<file path="config.mk">
export PLATFORM = sky130hd
export DESIGN_NAME = spi_frame_ctrl
export DESIGN_NICKNAME = d
export VERILOG_FILES = /design/src/rtl/spi_frame_ctrl.sv
export SDC_FILE = /design/constraint.sdc
export NUM_CORES = 1
export LEC_CHECK = 0
export ABC_AREA = 0
export CORE_AREA = 2 2 81 83
export CTS_BUF_LIST = sky130_fd_sc_hd__clkbuf_4 sky130_fd_sc_hd__clkbuf_8
export DETAILED_ROUTE_END_ITERATION = 10
export DIE_AREA = 0 0 83 85
export PLACE_DENSITY_LB_ADDON = 0.05
export SLEW_MARGIN = 10
export SYNTH_ARGS = -nofsm -noshare
export SYNTH_HDL_FRONTEND = slang
export SYNTH_SLANG_ARGS = --single-unit
</file>
<file path="constraint.sdc">
create_clock -name clk -period 4.9 [get_ports clk]
set_input_delay 0.98 -clock clk [delete_from_list [all_inputs] [get_ports clk]]
set_output_delay 0.98 -clock clk [all_outputs]
set_load 0.02 [all_outputs]
</file>
<file path="src/rtl/spi_frame_ctrl.sv">
// spi_frame_ctrl: system-clock SPI frame sequencer.
// Oversamples the external SPI pins on clk and decodes 16-bit frames of the form
// {rw, addr[3:0], 3'bxxx} followed by a data byte. Each frame issues a single-cycle
// register write or read strobe. On a read, the register contents are returned
// on miso during the second byte.
module spi_frame_ctrl (
    input  logic       clk,
    input  logic       rstn,
    input  logic       sclk,
    input  logic       ss,
    input  logic       mosi,
    output logic       miso,
    output logic       spioe,
    output logic [3:0] reg_addr,
    output logic [7:0] reg_wdata,
    output logic       reg_we,
    output logic       reg_rd,
    input  logic [7:0] reg_rdata,
    output logic       busy
);

    typedef enum logic [2:0] {
        IDLE,
        CMD,
        FETCH,
        DATA,
        DONE
    } state_e;

    // Synchronizer and edge-detect stages for the asynchronous pins
    logic ssS1_q, ssS2_q;
    logic sclkS1_q, sclkS2_q, sclkS3_q;
    logic mosiS1_q, mosiS2_q, mosiS3_q;
    logic rise_q, fall_q;

    // Frame sequencer state
    state_e      state_q, state_d;
    logic [4:0]  cnt_q, cnt_d;
    logic [7:0]  sh_q, sh_d;
    logic [7:0]  tx_q, tx_d;
    logic        rw_q, rw_d;
    logic [3:0]  addr_q, addr_d;
    logic [7:0]  wdata_q, wdata_d;
    logic        miso_q, miso_d;
    logic        we_q, we_d;
    logic        rd_q, rd_d;
    logic [7:0]  shIn;

    // Two-flop synchronizers for ss, sclk and mosi, with an extra stage on each of
    // sclk and mosi. The extra mosi stage makes the data bit line up with the
    // registered rise pulse.
    always_ff @(posedge clk or negedge rstn) begin
        if (!rstn) begin
            ssS1_q   <= 1'b0;
            ssS2_q   <= 1'b0;
            sclkS1_q <= 1'b0;
            sclkS2_q <= 1'b0;
            sclkS3_q <= 1'b0;
            mosiS1_q <= 1'b0;
            mosiS2_q <= 1'b0;
            mosiS3_q <= 1'b0;
        end else begin
            ssS1_q   <= ss;
            ssS2_q   <= ssS1_q;
            sclkS1_q <= sclk;
            sclkS2_q <= sclkS1_q;
            sclkS3_q <= sclkS2_q;
            mosiS1_q <= mosi;
            mosiS2_q <= mosiS1_q;
            mosiS3_q <= mosiS2_q;
        end
    end

    // Registered single-cycle rise/fall pulses, three clk cycles after the pin edge
    always_ff @(posedge clk or negedge rstn) begin
        if (!rstn) begin
            rise_q <= 1'b0;
            fall_q <= 1'b0;
        end else begin
            rise_q <= sclkS2_q & ~sclkS3_q;
            fall_q <= ~sclkS2_q & sclkS3_q;
        end
    end

    // State and datapath registers of the frame sequencer
    always_ff @(posedge clk or negedge rstn) begin
        if (!rstn) begin
            state_q <= IDLE;
            cnt_q   <= 5'd0;
            sh_q    <= 8'h00;
            tx_q    <= 8'h00;
            rw_q    <= 1'b0;
            addr_q  <= 4'h0;
            wdata_q <= 8'h00;
            miso_q  <= 1'b0;
            we_q    <= 1'b0;
            rd_q    <= 1'b0;
        end else begin
            state_q <= state_d;
            cnt_q   <= cnt_d;
            sh_q    <= sh_d;
            tx_q    <= tx_d;
            rw_q    <= rw_d;
            addr_q  <= addr_d;
            wdata_q <= wdata_d;
            miso_q  <= miso_d;
            we_q    <= we_d;
            rd_q    <= rd_d;
        end
    end

    // Next-state logic. A dropped ss takes priority over everything, so an edge
    // arriving in the same cycle as the abort is discarded.
    always_comb begin
        state_d = state_q;
        cnt_d   = cnt_q;
        sh_d    = sh_q;
        tx_d    = tx_q;
        rw_d    = rw_q;
        addr_d  = addr_q;
        wdata_d = wdata_q;
        miso_d  = miso_q;
        we_d    = 1'b0;
        rd_d    = 1'b0;
        shIn    = {sh_q[6:0], mosiS3_q};

        if (!ssS2_q) begin
            state_d = IDLE;
        end else begin
            case (state_q)
                IDLE: begin
                    cnt_d   = 5'd0;
                    sh_d    = 8'h00;
                    tx_d    = 8'h00;
                    rw_d    = 1'b0;
                    miso_d  = 1'b0;
                    state_d = CMD;
                end
                CMD: begin
                    if (rise_q) begin
                        sh_d  = shIn;
                        cnt_d = cnt_q + 5'd1;
                        if (cnt_q == 5'd7) begin
                            rw_d   = shIn[7];
                            addr_d = shIn[6:3];
                            if (shIn[7]) begin
                                rd_d    = 1'b1;
                                state_d = FETCH;
                            end else begin
                                state_d = DATA;
                            end
                        end
                    end
                end
                FETCH: begin
                    // The first FETCH cycle carries the read strobe. The register
                    // file answers one cycle later, and the data is captured then.
                    if (!rd_q) begin
                        tx_d    = reg_rdata;
                        state_d = DATA;
                    end
                end
                DATA: begin
                    if (rise_q) begin
                        sh_d  = shIn;
                        cnt_d = cnt_q + 5'd1;
                        if (cnt_q == 5'd15) begin
                            state_d = DONE;
                            if (!rw_q) begin
                                we_d    = 1'b1;
                                wdata_d = shIn;
                            end
                        end
                    end
                    if (fall_q && rw_q) begin
                        miso_d = tx_q[7];
                        tx_d   = {tx_q[6:0], 1'b0};
                    end
                end
                DONE: begin
                    state_d = DONE;
                end
                default: begin
                    state_d = IDLE;
                end
            endcase
        end
    end

    assign miso      = miso_q;
    assign spioe     = rw_q & ssS2_q & ((state_q == DATA) || (state_q == DONE));
    assign reg_addr  = addr_q;
    assign reg_wdata = wdata_q;
    assign reg_we    = we_q;
    assign reg_rd    = rd_q;
    assign busy      = (state_q != IDLE);

endmodule

</file>
# Word level (Yosys, flattened, before mapping)
# Index checks and enable logic that the tools add are counted.
# W data, S select, Z words.
# classes
muxes	30
n_eq_ne	16
reduce_logical	16
bitwise_logic	7
addsub	1
# ops
op	count
$pmux W8 S3	1
$mux W3	6
$mux W8	2
$ne A3 B3 Y1 const B	5
$pmux W3 S5	1
$mux W1	14
$pmux W7 S2	1
$reduce_and A4 Y1	3
$pmux W5 S2	1
$reduce_and A5 Y1	2
$ne A2 B2 Y1 const B	4
$mux W7	1
$eq A3 B2 Y1 const B	2
$reduce_and A3 Y1	2
$reduce_bool A2 Y1	3
$reduce_bool A3 Y1	2
$add A5 B1 Y5 const B	1
$eq A5 B3 Y1 const B	1
$eq A5 B4 Y1 const B	1
$mux W5	1
$and A1 B1 Y1	4
$pmux W1 S2	2
$eq A3 B1 Y1 const B	1
$eq A3 B3 Y1 const B	1
6 further kinds	8
# word_totals
ff_bits	49
elab_cells	90

# Longest topological paths before layout
# Gate-level depths: netlist (run 1).
# depth
ltp_word	5
ltp_mapped	6
mapped_depth_nobuf	6

# Worst setup path before layout (run 1)
# No wires, ideal clock.
# synth_path
kind	reg-to-output
from	register state_q[0]
to	output port spioe
path_stages_with_launch	5
slack_ns	2.395
arrival_time_ns	1.525
path_buffers	1
required_time_ns	3.920
cell_sequence	dfrtp_1 buf_2 or3b_2 a21bo_2 nor2_1
# synth_between
elab_chain_len	3
# synth_rtl
item	line_no	text
from (decl)	37	state_e state_q, state_d;
from (signal assigned)	99	state_q <= state_d;
$eq A3 B2 Y1 or $eq A3 B3 Y1 (tied branches)	191	assign spioe = rw_q & ssS2_q & ((state_q == DATA) || (state_q == DONE));
$logic_or A1 B1 Y1 (*)	191	
$and A1 B1 Y1 (*)	191	
to (decl)	13	output logic spioe,
# Every way passes the cells marked *; elsewhere a longest branch is shown, timed or not.

# Final worst setup path (run 1)
# Ends and elaborated chain as after synthesis.

==> impl_results.md, run 1 <==
* P_leak at 0.00114 µW
* DR DRC count at 0
* Max_cap viols at 0
* # setup viols final at 0
* Largest net degree at the start of global routing at 50
* Layout area overhead at 21.4%
* Post-CTS Repair Setup Buffers at 0
* CTS tree: done
* Startpoint Class: flip-flop
* Crit. End Element: output pin
* Slowest stage delay, CP at 0.94 ns
* Syn Nets at 177
* CTS clk-pin slew, worst paths at 0.09 ns
* Netlist cell types at 46
* Antenna cells at 0
* DR iter-0 viols at 90
* DIE AREA at 0.00706 mm²
* Wire length per cell at 15.2 µm
* GRT Residual Overflow at 0
* Post-synth top area cell: dfrtp_1
* CTS H-tree lvls at 2
* Status: finished clean
* GP Congestion at about 0.9
* Fin crit share at 72.4%
* Setup Skew at 0.00478 ns
* IO Pins at 30
* Die Span X at 83 µm
* Share of cells above drive strength 1 at between 10% and 20%
* Warnings from Yosys at 0
* Setup TNS at 0 ns
* Worst path required time at 3.92 ns
* Period minus WS final at 3.55 ns
* Critical Path AT at 2.57 ns
* Proportion of netlist area held by the largest area contributor at 58.0%
* Post-CTS Resized at 0
* Sequential fraction of the synthesis area at 58.0%
* CP Cell Sequence: nand3b_1 > a21bo_2 > nor2_1 > clkdlybuf4s50_1
* TritonRoute pass-1 iters at 4
* Synthesized cell area at between 0.002 and 0.0025 mm²
* Global-route wire length before repair at between 7 and 8 mm
* Cts bufs inserted at 5
* Synthesized flop and latch total at 49
* Setup Crit Path Kind: flip-flop to output pin
* CP max FO at 24
* Site row count at 29
* Hold Path Class: flip-flop to flip-flop
* Slew margin rel. at ~28%
* Fmax achieved at about 0.28 GHz
* Initial antenna violation count at 0
* Total GRT Usage at 12.5%
* Via Count at 1387
* Cells after synthesis at 162
* Main flop type after synthesis: dfrtp_1
* Core area at 0.00620 mm²
* Via density at around 5.2
* Slowest-stage cell, CP: dfrtp_1
* Number of flops mapped to enable cells by yosys at 0
* Cell family with most CP delay: flip-flops
* RSZ-0062 raised after global routing: false
* NumNets Final at 206
* Clock sink count at 49
* Max rail drop VDD at 146 µV
* Async SR Flop Fraction at 100%
* Final ANT Viol Nets at 0
* Initial core utilization at 34.1%
* Port Buf Inserts at 29
* Slew Limit Fails at 0
* Most common cell after layout, fill and taps aside: dfrtp_1
* Number of global-route vias before repair at 1441
* Commonest cells after routing, fill and taps aside: dfrtp_1 (49), clkdlybuf4s50_1 (28), mux2_2 (18), nor2_1 (11)
* Top cells by area, synth: dfrtp_1 (58%), mux2_2 (9.6%), mux2i_1 (3.8%), a22o_1 (3.3%), nor2_1 (2.0%)
* # hold bufs at CTS at 0
* Worst-margin pin slew at between 1 and 1.5 ns
* Avg Synthesized Cell Area at roughly 13 µm²
* CP Buf/Inv Count at 1
* Fin. Hold Viols at 0
* Post-DP HPWL at 2.69 mm
* Final WL at 4.08 mm
* Clk buf depth at 2
* Die extent in y at 85 µm
* Latest clock arrival within the worst-skew pair at 0.30 ns
* Final worst slack at 1.35 ns
* Pre-CTS setup slack at 1.67 ns
* CTS root buffer: clkbuf_8
* PwrDens at a little over 300 mW/mm²
## stage by stage
step	total power (µW)	hold slack [ns]	instances	util [%]	instance area, µm²
floorplan	466	0.331	162	-	2110
global placement	490	0.334	261	39.4	2450
detailed placement	492	0.336	261	39.4	2450
CTS	799	0.357	269	41.4	2570
global route	820	0.369	269	41.4	2570
finish	783	0.354	269	41.4	2570
## report_power, final
| group | total, µW | switching, µW | internal (µW) |
|---|---|---|---|
| registers | 433 | 16.3 | 417 |
| clock network | 300 | 128 | 172 |
| logic | 49.9 | 24.1 | 25.8 |
## registers in the layout, indices dropped and copies added (netlist names), 3 cells and up
register / flops
reg_addr: 4
state_q: 3
reg_wdata: 8
cnt_q: 5
sh_q: 7
tx_q: 8
## layout make-up
class                           instances  area [µm²]
Inverter                                3        11.3
Sequential cell                        49        1230
Fill cell                             586        3640
Clock buffer                            7        90.1
Timing Repair Buffer                   29         285
Clock inverter                          1        30.0
Multi-Input combinational cell        103         828
Tap cell                               77        96.3
## synth_stat cells (2+ instances only)
master     n
mux2_2    18
or3_1      2
o21ai_0    2
buf_2      3
inv_1      3
a21boi_0   2
nor2b_1    4
o22ai_1    2
a22o_1     8
nand4b_1   2
mux2i_1    8
buf_6      2
a21oi_1    5
and2_1     3
nand2_1    3
and3_1     2
ha_1       2
nand3_1    4
dfrtp_1   49
nor2_1    11
mux2_1     2
## cells by family (layout without fill, tap and decap cells)
family	Yosys count	after routing	synth area share, %
adder cells (fa/ha/maj)	2	2	1.18
AO/OA/AOI/OAI	29	29	10.9
AND/OR/NAND/NOR	44	44	12.7
buffers and inverters	10	40	2.84
flip-flops	49	49	58.0
multiplexers	28	28	14.4
## layer usage
metal  routed length, µm  track usage (%)
met3                 181             3.60
met5                   0                0
met4                  54             4.17
met2                1930             19.4
met1                1910             16.9
## final timing paths
kind | start | end | slack [ns] | depth (start not counted)
setup / recovery | state_q[0]$_DFFE_PN0P_ | spioe | 1.35 | 4
hold / removal | ssS1_q$_DFF_PN0_ | ssS2_q$_DFF_PN0_ | 0.35 | 0
setup reg to reg | state_q[0]$_DFFE_PN0P_ | reg_addr[0]$_DFFE_PN0P_ | 2.54 | 3
hold reg to reg | ssS1_q$_DFF_PN0_ | ssS2_q$_DFF_PN0_ | 0.35 | 0
max in group asynchronous | rstn | sh_q[5]$_DFFE_PN0P_ | 3.36 | 1
min in group asynchronous | rstn | miso$_DFFE_PN0P_ | 0.87 | 1
(Power assumes the default switching activity.)
==> run 2, diff against run 1 <==
clock period = 2.95 ns   (was 4.9 ns; I/O delays follow)
==> run 2 against run 1 <==
Clock power is 54% higher. Cell count grew 0.37%. Die area stayed put. Register-to-register slack got worse by 1.7 ns. Combinational power is 80% higher. Clock skew hardly changed. Routed wire length rose by 1.9%. Non-clock buffer count rose by 2. Global-route usage rose by 0.43 points. Worst setup slack worse by 1.2 ns. Critical endpoint unchanged. Largest cell class unchanged. Largest power group unchanged.
==> impl_results.md, run 2 (synthesis gave the netlist of run 1 again) <==
* Status: finished clean
* Final instance area at roughly 0.0026 mm²
* Fin. Hold Viols at 0
* Wire length per cell at about 15 µm
* Initial core utilization at between 30% and 40%
* Initial antenna violation count at 0
* Post-DP Area at 0.00246 mm²
* Hold Path Class: input port to async pin
* GRT Residual Overflow at 0
* Port Buf Inserts at 29
* Global-route wire length before repair at 7.25 mm
* Sequential cell area at 0.00123 mm²
* CP Cell Sequence: or3b_2 > a21bo_2 > nor2_1 > clkdlybuf4s50_1
* Critical Path AT at around 2.2 ns
* Number of global-route vias before repair at ~1500
* Multi-input gate area at between 800 and 900 µm²
* Slew margin rel. at 53.1%
* Latest clock arrival within the worst-skew pair at 0.30 ns
* R2R depth at 6
* Worst R2R Setup Slack at 0.83 ns
* Die Span X at 83 µm
* Reg2reg end: reg_wdata[5]$_DFFE_PN0P_
* Max rail drop VDD at ~210 µV
* Crit path to: spioe
* CTS tree: done
* Post-CTS Repair Setup Buffers at 0
* Slowest-stage cell, CP: clkdlybuf4s50_1
* PwrDens at a little under 500 mW/mm²
* Total GRT Usage at 12.9%
* # hold bufs at CTS at 0
* Slew Limit Fails at 0
* GP Congestion at 0.823
* Cts bufs inserted at 5
* Final WL at 4.16 mm
* Site row count at 29
* Worst-margin pin slew at 0.698 ns
* Layout area overhead at 21.4%
* Worst path required time at roughly 2.4 ns
* Share of cells above drive strength 1 at 18.1%
* CP max FO at 13
* Most common cell after layout, fill and taps aside: dfrtp_1
* DR iter-0 viols at 95
* IO Pins at 30
* Setup Skew at 0.00494 ns
* Antenna cells at 0
* Core area at between 0.006 and 0.007 mm²
* Setup TNS at 0 ns
* Fillers at 593
* CTS clk-pin slew, worst paths at 0.09 ns
* CTS H-tree lvls at 2
* Via Count at around 1400
* Final ANT Viol Nets at 0
* Largest net degree at the start of global routing at 27
* Fmax achieved at ~0.36 GHz
* DR DRC count at 0
* FF-to-FF Start: cnt_q[0]$_DFFE_PN0P_
* NumNets Final at 208
* Die extent in y at 85 µm
* P_leak at 0.00114 µW
* Startpoint Class: flip-flop
* TritonRoute pass-1 iters at 4
* Fin crit share at a little over nine tenths
* Final Power at ~1300 µW
* Commonest cells after routing, fill and taps aside: dfrtp_1 (49), clkdlybuf4s50_1 (28), mux2_2 (18), nor2_1 (11)
* Slowest stage delay, CP at 0.60 ns
* Clock sink count at 49
* Period minus WS final at between 2 and 3 ns
* # setup viols final at 0
* Max_cap viols at 0
* Via density at around 5.2
* Worst setup startpoint: state_q[1]$_DFFE_PN0P_
* Post-CTS Resized at 0
* Setup Crit Path Kind: flip-flop to output pin
* Clk buf depth at 2
* CTS root buffer: clkbuf_8
* Crit. End Element: output pin
* DIE AREA at 0.00706 mm²
* RSZ-0062 raised after global routing: false
* Final core occ at about 41%
* Post-DP HPWL at 2.87 mm
run 2: worst max-delay path, delay by kind of cell (launching register included):
family / cells / cell delay [ns]
AND/OR/NAND/NOR: 2 / 0.58
AO/OA/AOI/OAI: 1 / 0.21
flip-flops: 1 / 0.53
buffers and inverters: 1 / 0.60
run 2: final cells by class:
type	instances	share of cell area [%]
multi-input cells	103	32.3
clock inverters	2	1.37
flip-flops and latches	49	47.8
inverters	3	0.439
well taps	77	3.75
repair buffers	31	11.7
clock buffers	5	2.68
run 2: worst min path at each step:
stage | startpoint | slack, ns | to
finish | rstn | 0.26 | fall_q$_DFF_PN0_
global route | rstn | 0.30 | ssS2_q$_DFF_PN0_
CTS | rstn | 0.28 | fall_q$_DFF_PN0_
detailed placement | sclkS1_q$_DFF_PN0_ | 0.34 | sclkS2_q$_DFF_PN0_
global placement | sclkS1_q$_DFF_PN0_ | 0.33 | sclkS2_q$_DFF_PN0_
floorplan | rstn | 0.29 | cnt_q[0]$_DFFE_PN0P_
run 2: power breakdown:
| part | switching (µW) | total, µW | internal, µW |
|---|---|---|---|
| registers | 21.4 | 714 | 693 |
| clock network | 216 | 463 | 247 |
| logic | 45.5 | 89.8 | 44.3 |
| total | 283 | 1270 | 984 |
run 2: metal layers:
| metal | global-route usage (%) | vias up | share of wire [%] | routed length, µm |
|---|---|---|---|---|
| li1 | - | 649 | - | - |
| met1 | 15.5 | 704 | 45 | 1860 |
| met2 | 21.2 | 37 | 49 | 2020 |
| met3 | 3.79 | 12 | 3.9 | 164 |
| met4 | 6.41 | 0 | 2.6 | 110 |
| met5 | 0 | - | 0 | 0 |
run 2: stage by stage:
step | hold slack [ns] | worst slack (ns) | std cells
2_1_floorplan | 0.294 | 0.835 | 162
3_3_place_gp | 0.334 | 0.513 | 263
3_5_place_dp | 0.339 | 0.475 | 263
4_1_cts | 0.281 | 0.135 | 270
5_1_grt | 0.295 | 0.0319 | 270
6_report | 0.259 | 0.136 | 270
==> run 3, diff against run 2 <==
ABC_AREA = default   (was 0)
==> results of run 3 <==
The final DEF is identical to that of run 2; final timing and power are the same.
